## src/rtl/fifo_pkg.sv

```systemverilog
// Shared defaults and sizing helpers for the FIFO read-side stream adapter.
package fifo_pkg;
  localparam int WIDTH_DEF      = 8;
  localparam int SKID_DEPTH_DEF = 3;
  localparam int BEAT_CNT_W     = 32;

  function automatic int ptr_w(input int depth);
    return (depth > 1) ? $clog2(depth) : 1;
  endfunction
endpackage

```

## src/rtl/fifo_rd_skid_buf.sv

```systemverilog
// Circular skid buffer holding popped FIFO words until the sink accepts them; head visible same cycle.
// Sink stalls simply hold the head; flush clears occupancy and pointers at the next edge and beats a pop.
module fifo_rd_skid_buf
  import fifo_pkg::*;
#(
  parameter int Width      = WIDTH_DEF,
  parameter int SKID_DEPTH = SKID_DEPTH_DEF
) (
  input  logic                              clk,
  input  logic                              rst,
  input  logic                              flush,
  input  logic                              wr_vld,
  input  logic [Width-1:0]                  wr_dat,
  output logic                              rd_vld,
  input  logic                              rd_rdy,
  output logic [Width-1:0]                  rd_dat,
  output logic [$clog2(SKID_DEPTH+1)-1:0]   occ
);
  localparam int PTR_W = ptr_w(SKID_DEPTH);

  logic [Width-1:0] mem [SKID_DEPTH];
  logic [PTR_W-1:0] wr_ptr;
  logic [PTR_W-1:0] rd_ptr;
  logic             pop;

  function automatic logic [PTR_W-1:0] wrap_inc(input logic [PTR_W-1:0] p);
    return (p == PTR_W'(SKID_DEPTH - 1)) ? '0 : p + 1'b1;
  endfunction

  assign rd_vld = (occ != '0);
  assign rd_dat = mem[rd_ptr];
  assign pop    = rd_vld && rd_rdy;

  always_ff @(posedge clk or negedge rst) begin
    if (!rst) begin
      wr_ptr <= '0;
      rd_ptr <= '0;
      occ    <= '0;
      for (int i = 0; i < SKID_DEPTH; i++) mem[i] <= '0;
    end else if (flush) begin
      wr_ptr <= '0;
      rd_ptr <= '0;
      occ    <= '0;
    end else begin
      if (wr_vld) begin
        mem[wr_ptr] <= wr_dat;
        wr_ptr      <= wrap_inc(wr_ptr);
      end
      if (pop) rd_ptr <= wrap_inc(rd_ptr);
      case ({wr_vld, pop})
        2'b10:   occ <= occ + 1'b1;
        2'b01:   occ <= occ - 1'b1;
        default: occ <= occ;
      endcase
    end
  end
endmodule

```

## src/rtl/fifo_rd_stream.sv

```systemverilog
// FIFO read-port driver: rd_en to m_valid is 2 cycles, buffered in a skid buffer; m_ready may stall anytime
// because rd_en only reserves free slots (never looks at m_ready). FIFO_RD_STREAM_BEAT_CNT_EN adds beat_cnt.
module fifo_rd_stream
  import fifo_pkg::*;
#(
  parameter int Width      = WIDTH_DEF,
  parameter int SKID_DEPTH = SKID_DEPTH_DEF
) (
  input  logic                  clk,
  input  logic                  rst,
  input  logic                  empty,
  input  logic [Width-1:0]      d_out,
  output logic                  rd_en,
  input  logic                  flush,
  output logic                  m_valid,
  output logic [Width-1:0]      m_data,
  input  logic                  m_ready
`ifdef FIFO_RD_STREAM_BEAT_CNT_EN
  ,
  output logic [BEAT_CNT_W-1:0] beat_cnt
`endif
);
  localparam int               OCC_W   = $clog2(SKID_DEPTH + 1);
  localparam logic [OCC_W:0]   DEPTH_V = (OCC_W + 1)'(SKID_DEPTH);

  logic [OCC_W-1:0] occ;
  logic [OCC_W:0]   inflight;
  logic             pending;
  logic             drop;
  logic             capture;

  // Slots already committed: buffered words plus the one on the FIFO read bus.
  assign inflight = {1'b0, occ} + {{OCC_W{1'b0}}, pending};
  // rst gate drops the pop request the instant reset asserts.
  assign rd_en    = rst && !empty && !flush && (inflight < DEPTH_V);
  assign capture  = pending && !drop;

  always_ff @(posedge clk or negedge rst) begin
    if (!rst) begin
      pending <= 1'b0;
      drop    <= 1'b0;
    end else begin
      pending <= rd_en;
      drop    <= flush ? pending : 1'b0;
    end
  end

  fifo_rd_skid_buf #(
    .Width      (Width),
    .SKID_DEPTH (SKID_DEPTH)
  ) u_skid (
    .clk    (clk),
    .rst    (rst),
    .flush  (flush),
    .wr_vld (capture),
    .wr_dat (d_out),
    .rd_vld (m_valid),
    .rd_rdy (m_ready),
    .rd_dat (m_data),
    .occ    (occ)
  );

`ifdef FIFO_RD_STREAM_BEAT_CNT_EN
  always_ff @(posedge clk or negedge rst) begin
    if (!rst)                    beat_cnt <= '0;
    else if (m_valid && m_ready) beat_cnt <= beat_cnt + 1'b1;
  end
`endif

  a_no_overflow: assert property (@(posedge clk) disable iff (!rst) inflight <= DEPTH_V);
endmodule

```

## config.mk

```make
export PLATFORM = sky130hd
export DESIGN_NAME = fifo_rd_stream
export DESIGN_NICKNAME = d
export VERILOG_FILES = /design/src/rtl/fifo_pkg.sv /design/src/rtl/fifo_rd_skid_buf.sv /design/src/rtl/fifo_rd_stream.sv
export SDC_FILE = /design/constraint.sdc
export NUM_CORES = 1
export LEC_CHECK = 0
export BUFFER_PORTS_ARGS = -buffer_cell sky130_fd_sc_hd__buf_2
export CORE_ASPECT_RATIO = 2
export CORE_MARGIN = 3
export CORE_UTILIZATION = 25
export CTS_CLUSTER_SIZE = 12
export DETAILED_ROUTE_END_ITERATION = 6
export PLACE_DENSITY = 0.46
export SLEW_MARGIN = 20
export SYNTH_ARGS = -nofsm -noshare
export SYNTH_HDL_FRONTEND = slang
export SYNTH_SLANG_ARGS = --single-unit
```

## constraint.sdc

```tcl
create_clock -name clk -period 3.7 [get_ports clk]
set_input_delay 0.37 -clock clk [delete_from_list [all_inputs] [get_ports clk]]
set_output_delay 0.37 -clock clk [all_outputs]
set_load 0.01 [all_outputs]
```

# Yosys cells after proc, flatten, opt, wreduce, memory -nomap -nowiden
# Cells that the tools add are included.
# word_totals
wordCells,53
in_bits,13
ramBits,0
mem_bits_ro,0
latch_bits,0
output_inout_bits,10
reg_bits,32
mem_count,0
# op_classes
shift,0
mux,15
bitwise,3
magnitude_cmp,4
div,0
n_reduce_logical,14
eq_ne,4
n_mul,0
n_addsub,5
# ops
op,count
24-bit bitwise mux,1
8-bit 2-to-1 mux,3
8-bit binary-select mux with 2-bit select,1
8-bit demux with 2-bit select,1
2-bit 2-to-1 mux,7
"2-bit by 1-bit adder with 2-bit output, second input constant",3
"2-bit == test, second input constant",3
"3-bit >= comparator, second input constant",2
1-bit logical AND,6
2-bit NOT with 3-bit output,2
2-bit nonzero test,3
2-bit case mux with 2 select lines,1
2-bit by 1-bit adder with 3-bit output,1
1-bit logical NOT,3
"3-bit by 1-bit less-than comparator with 1-bit output, second input constant",1
"3-bit by 2-bit less-than comparator with 1-bit output, second input constant",1
3-bit nonzero test,1
"2-bit by 1-bit == test with 1-bit output, second input constant",1
2-bit AND reduction,1
"2-bit by 1-bit subtractor with 2-bit output, second input constant",1
1-bit 2-to-1 mux,1
1-bit NOT,1

# Logic depth before layout (Yosys ltp)
# Gate-level depths: netlist (run 1).
# logic_depth
word_depth,6
depth_mapped,4
mapped_depth_nobuf,4

# Hierarchy
# From an unflattened synthesis (run 1), not the netlist that was laid out.
# hier_totals
cells_unflattened,117
area_unflattened_um2,1497.7
# by_module_without_submodules
module,cells_each,area_each_um2,instances,seq_area_each_um2
fifo_rd_skid_buf,109,1393.8,1,750.7
fifo_rd_stream,8,103.8,1,50.0

# Worst setup path after synthesis (run 1)
# Ideal clock, no wire load.
# synth_path
kind,reg-to-output
startpoint,register u_skid.occ[0]
endpoint,output port rd_en
stages_incl_launch_ff,5
path_buffers,0
arrival_ps,1445
path_slack_ps,1885
required_ps,3330
path_cell_list,dfrtp_1 -> ha_1 -> ha_1 -> or4b_1 -> a21oi_1
# synth_between
elab_chain_len,3
# synth_rtl
element,line,source
start: declaration,fifo_rd_skid_buf.sv:17,output logic [$clog2(SKID_DEPTH+1)-1:0] occ
start signal: assignment,fifo_rd_skid_buf.sv:51,2'b10: occ <= occ + 1'b1;
start signal: assignment,fifo_rd_skid_buf.sv:52,2'b01: occ <= occ - 1'b1;
2-bit by 1-bit adder with 3-bit output,fifo_rd_stream.sv:33,"assign inflight = {1'b0, occ} + {{OCC_W{1'b0}}, pending};"
3-bit by 2-bit less-than comparator with 1-bit output,fifo_rd_stream.sv:35,assign rd_en = rst && !empty && !flush && (inflight < DEPTH_V);
1-bit logical AND,fifo_rd_stream.sv:35,
end: declaration,fifo_rd_stream.sv:13,"output logic rd_en,"
# Every way passes these cells.

# Worst setup path after layout (run 1)
# Ends and elaborated chain as after synthesis.

==> flow_summary.toml, run 1 <==
[status]
status = "complete, no violations"

[finish]
drive_gt1_share_pct = 38.9
final_area_mm2 = 0.00195
area.growth.synth_to_final_pct = 20.7
n_antenna_cell = 0
layout_commonest_cell = "dfrtp_1"
nets = 163
final_cell_mix = "32 x dfrtp_1, 24 x mux2_4, 22 x buf_2, 12 x nand2_1, 9 x o21ai_1"
final_util_pct = 31.7

[critical_path]
critPathMaxFanout = 6
cp_top_family = "simple AND/OR/NAND/NOR gates"
path_buf_inv = 1
crit_top_cell = "ha_1"
worstPathArrival_ps = 1850
worstSetupPathType = "reg -> out"
cp_slowest_stage_delay_ps = 460
crit_slowest_cell = "or4b_1"
end_kind = "primary output"
start_kind = "register"
cp_data_required_time_ps = 3330
crit_chain = "ha_1 -> ha_1 -> or4b_1 -> a21oi_1 -> buf_2"

[global_routing]
grt-ovfl-total = 0
use_met2_pct = 20.4
grt_busiest_layer = "met2"
grt_pass1_wl_um = 6490
grt_pass1_vias = 1179
grtUsageMet1_pct = 11.9
grtUsageTotal_pct = 11.5
grt_max_degree = 33
met3_usage_pct = 3.56
antenna_found_initial = 0

[power_and_ir_drop]
combPwrFrac_pct = 16.1
switching_power_w = 0.000245
p_seq_share_pct = 42.1
peakVddDrop_v = 0.000271
switching_share_pct = 24.7
power.density_mw_per_mm2 = 509
clkPwrFrac_pct = 41.8
leakage_nw = 0.946
internal_power_w = 0.000747

[drt]
routed_wl_um = 3730
vias_per_cell = 4.39
drc = 0
avgRoutedWirePerCell_um = 16.0
drt_iter0_drc = 15
postRouteAntennaNets = 0
dr.pass1.iters = 4
vias = 1024

[synth]
avgSynthCellArea_um2 = 13.1
synth_area_mm2 = 0.00162
synth-edff-count = 0
synth_nets = 138
synth-seq-cells = 32
synthCells = 123
netlist-cell-type-count = 28
synth-seq-area-share_pct = 49.6
synth_warnings = 0
async_reset_ff_share_pct = 100
synthFlopType = "dfrtp_1"

[placement]
gp_congestion = 0.703
dp_hpwl_um = 2740
port_buffers = 22
placed_area_mm2 = 0.00180

[timing]
layout_worst_path_cycle_share_pct = 60.0
setup_viol = 0
setup_tns_ps = 0
rsz0062_at_grt = "false"
hold_viol = 0
slew_headroom_pct = 63.0
timing.fmax_mhz = 450
fin_skew_ps = 1.58
slew_viol_final = 0
timing.final.crit_period_ps = 2220
max_slew.worst_pin.slew_ps = 555
hold_slack_ps = 155

[clocking]
post_cts_buffers = 0
clock_latency_ps = 280
cts_sinks = 32
cts_tree = "built"
ctsLongestPathBuffers = 2
cts_made_buffers = 5
root_buffer = "clkbuf_16"
cts.repair.resized = 0
ctsHoldBuffers = 0
htree_levels = 2
cts.clk_slew.worst_paths_ps = 50

[die]
dieArea_mm2 = 0.00752
top_level_ports = 23
core_mm2 = 0.00616
die_y_um = 120
start_util_pct = 26.2
rows = 40
die_x_um = 62.8

[worst_hold_path]
hold_path.class = "in -> async"

[flow_run]
cap_violations = 0
## final cells by class
type	count	area (um^2)
fillers	627	4210
flip-flops and latches	32	801
multi-input cells	84	772
clock buffers	8	146
repair buffers	23	118
well taps	84	105
inverters	2	7.51
## flip-flops by register name (all words and copies together), names as in the netlist
register	count
drop	1
pending	1
u_skid.mem	24
u_skid.occ	2
u_skid.rd_ptr	2
u_skid.wr_ptr	2
## cell families (layout without fill, tap and decap cells)
family                     after synthesis  after routing  synth area share (%)
buffers and inverters                    7             33                  2.63
muxes                                   32             32                  27.3
and+or+nand+nor                         32             32                  13.4
AOI/OAI and AO/OA                       18             18                  5.58
DFF                                     32             32                  49.6
adders and majority gates                2              2                  1.55
## Yosys cell counts, types with 2 or more instances
library cell / n / area share [%]
dfrtp_1: 32 / 50
mux2_4: 24 / 22
nand2_1: 12 / 2.8
o21ai_1: 9 / 2.8
mux2i_1: 8 / 5.0
a21oi_1: 7 / 2.2
or3_1: 4 / 1.5
buf_6: 2 / 1.4
ha_1: 2 / 1.5
nand2b_1: 2 / 0.77
nand3_4: 2 / 2.2
nor2b_1: 2 / 0.77
o21ai_0: 2 / 0.62
## metrics by stage
step           worst slack (ps)  std cells  power, W
4_1_cts                    1440        233   0.00101
3_3_place_gp               1750        225  0.000581
6_report                   1480        233  0.000992
3_5_place_dp               1750        225  0.000586
2_1_floorplan              1890        123  0.000520
5_1_grt                    1360        233   0.00105
## routing by layer
layer | vias up | routed length, um
li1 | 486 | -
met1 | 508 | 1380
met2 | 25 | 2120
met3 | 5 | 161
met4 | 0 | 77
met5 | - | 0
## path summary, 6_finish.rpt
check,from,endpoint,slack [ps],depth (start not counted)
hold reg to reg,u_skid.mem[1],u_skid.mem[1],510,1
min in group clk,d_out[5],u_skid.mem[5],350,2
max in group asynchronous,rst,u_skid.mem[0],3250,2
setup reg to reg,drop,u_skid.mem[0],2140,3
hold / removal,rst,pending,150,2
setup / recovery,u_skid.occ[0],rd_en,1480,5
## power by group through the flow
| stage | Clock (W) | Sequential [W] | Combinational [W] |
|---|---|---|---|
| 2_1_floorplan | 0 | 0.000411 | 0.000109 |
| 3_3_place_gp | 0 | 0.000422 | 0.000159 |
| 3_5_place_dp | 0 | 0.000423 | 0.000163 |
| 4_1_cts | 0.000429 | 0.000418 | 0.000165 |
| 5_1_grt | 0.000450 | 0.000424 | 0.000174 |
| 6_report | 0.000414 | 0.000418 | 0.000160 |
(Power assumes the default switching activity.)
==> inputs of run 2 (changes only) <==
Settings changed: PLACE_DENSITY 0.46 to 0.48.
Clock period 3.7 ns to 1.9 ns, I/O delays scaled along.
==> flow_summary.toml, run 2 (synthesized netlist as in run 1, its figures left out) <==
[status]
status = "finished with violations"
violations = "negative setup slack"

[timing]
timing.final.crit_period_ps = 1960
setup_tns_ps = -62.3
slew_headroom_pct = 72.0
slew_viol_final = 0
hold_viol = 0
layout_worst_path_cycle_share_pct = 103
rsz0062_at_grt = "true"
max_slew.worst_pin.slew_ps = 420
timing.fmax_mhz = 510
setup_viol = 1
fin_skew_ps = 1.16
setup_ws_ps = -62.3

[finish]
drive_gt1_share_pct = 44.7
n_antenna_cell = 0
largest_reg_flops = 24
final_util_pct = 33.3
fin_cells = 243
final_cell_mix = "32 x dfrtp_1, 24 x mux2_4, 22 x buf_2, 12 x nand2_1, 10 x buf_4"
fillers = 607
regMostFlops = "u_skid.mem"
nets = 173
layout_commonest_cell = "dfrtp_1"
area.growth.synth_to_final_pct = 26.9

[global_routing]
grt_pass1_vias = 1213
grt_pass1_wl_um = 6170
grt_max_degree = 33
grt-ovfl-total = 0
antenna_found_initial = 0
grtUsageTotal_pct = 10.6

[critical_path]
crit_chain = "ha_2 -> ha_4 -> or4b_4 -> a21oi_2 -> buf_2"
worstSetupPathType = "reg -> out"
end_kind = "primary output"
crit_slowest_cell = "or4b_4"
cp_top_family = "simple AND/OR/NAND/NOR gates"
path_buf_inv = 1
start_kind = "register"
cp_data_required_time_ps = 1710
worstPathArrival_ps = 1770
cp_slowest_stage_delay_ps = 470
critPathMaxFanout = 3

[die]
rows = 40
dieArea_mm2 = 0.00752
core_mm2 = 0.00616
die_x_um = 62.8
top_level_ports = 23
die_y_um = 120
start_util_pct = 26.2

[clocking]
htree_levels = 2
cts_tree = "built"
clock_latency_ps = 270
cts_made_buffers = 5
cts.clk_slew.worst_paths_ps = 50
root_buffer = "clkbuf_16"
ctsLongestPathBuffers = 2
cts_sinks = 32

[placement]
port_buffers = 22
dp_slack_ps = 125
placed_cells = 228
gp_congestion = 0.686
dp_hpwl_um = 2550

[drt]
avgRoutedWirePerCell_um = 15.1
drc = 0
dr.pass1.iters = 2
postRouteAntennaNets = 0
drt_iter0_drc = 32
vias = 1064
vias_per_cell = 4.38
routed_wl_um = 3670

[power_and_ir_drop]
peakVddDrop_v = 0.000466
leakage_nw = 0.994
p_total_w = 0.00192
power.density_mw_per_mm2 = 935

[worst_hold_path]
hold_path.class = "in -> reg"

[flow_run]
cap_violations = 0
==> run 2: changes by cell type in the layout (fill, tap and decap cells not counted) <==
cell,previous run,this run
a21oi_1,7,6
or4b_4,0,1
or4b_1,1,0
a21oi_2,0,1
buf_4,1,10
ha_1,2,0
dlygate4sd3_1,0,1
ha_2,0,1
ha_4,0,1
==> run 2: area by class of cell <==
class	instances	area, um^2	area share (%)
timing repair buffer	33	195	9.52
inverter	2	7.51	0.366
tap	84	105	5.13
clock buffer	8	146	7.14
sequential	32	801	39.1
multi-input combinational	84	795	38.8
==> run 2: per-stage QoR <==
stage	cell area [um^2]	hold WS, ps
2_1_floorplan	1620	-106
3_3_place_gp	1830	265
5_1_grt	2050	189
6_report	2050	186
3_5_place_dp	1830	291
4_1_cts	2030	185
==> run 2: final timing paths <==
check	start	endpoint	slack, ps	depth (start not counted)
max	u_skid.occ[0]	rd_en	-60	5
min	d_out[2]	u_skid.mem[2]	190	2
max reg2reg	u_skid.occ[0]	pending	110	8
min reg2reg	u_skid.mem[18]	u_skid.mem[18]	510	1
max in group asynchronous	rst	u_skid.wr_ptr[0]	1090	3
min in group asynchronous	rst	u_skid.mem[16]	520	3
==> run 2: what timing repair did <==
item | 4_1_cts | 5_1_grt
setup endpoints to repair | 1 | 2
gates cloned | 0 | 0
hold buffers | 1 | 0
pin swaps | 2 | 2
endpoints found under the hold margin | 1 | 0
gates resized for setup | 4 | 1
setup buffers | 5 | 2
==> run 2: power by group <==
group | switching [W] | internal [W]
logic | 0.000139 | 0.000183
registers | 0.0000459 | 0.000759
clock network | 0.000269 | 0.000522
total | 0.000453 | 0.00146
==> run 2: routing by layer <==
metal,vias to the layer above,routed length (um),global-route usage (%)
met3,7,121,2.25
met1,536,1520,11.6
li1,500,-,-
met4,0,76,4.84
met5,-,0,0
met2,21,1950,19.1
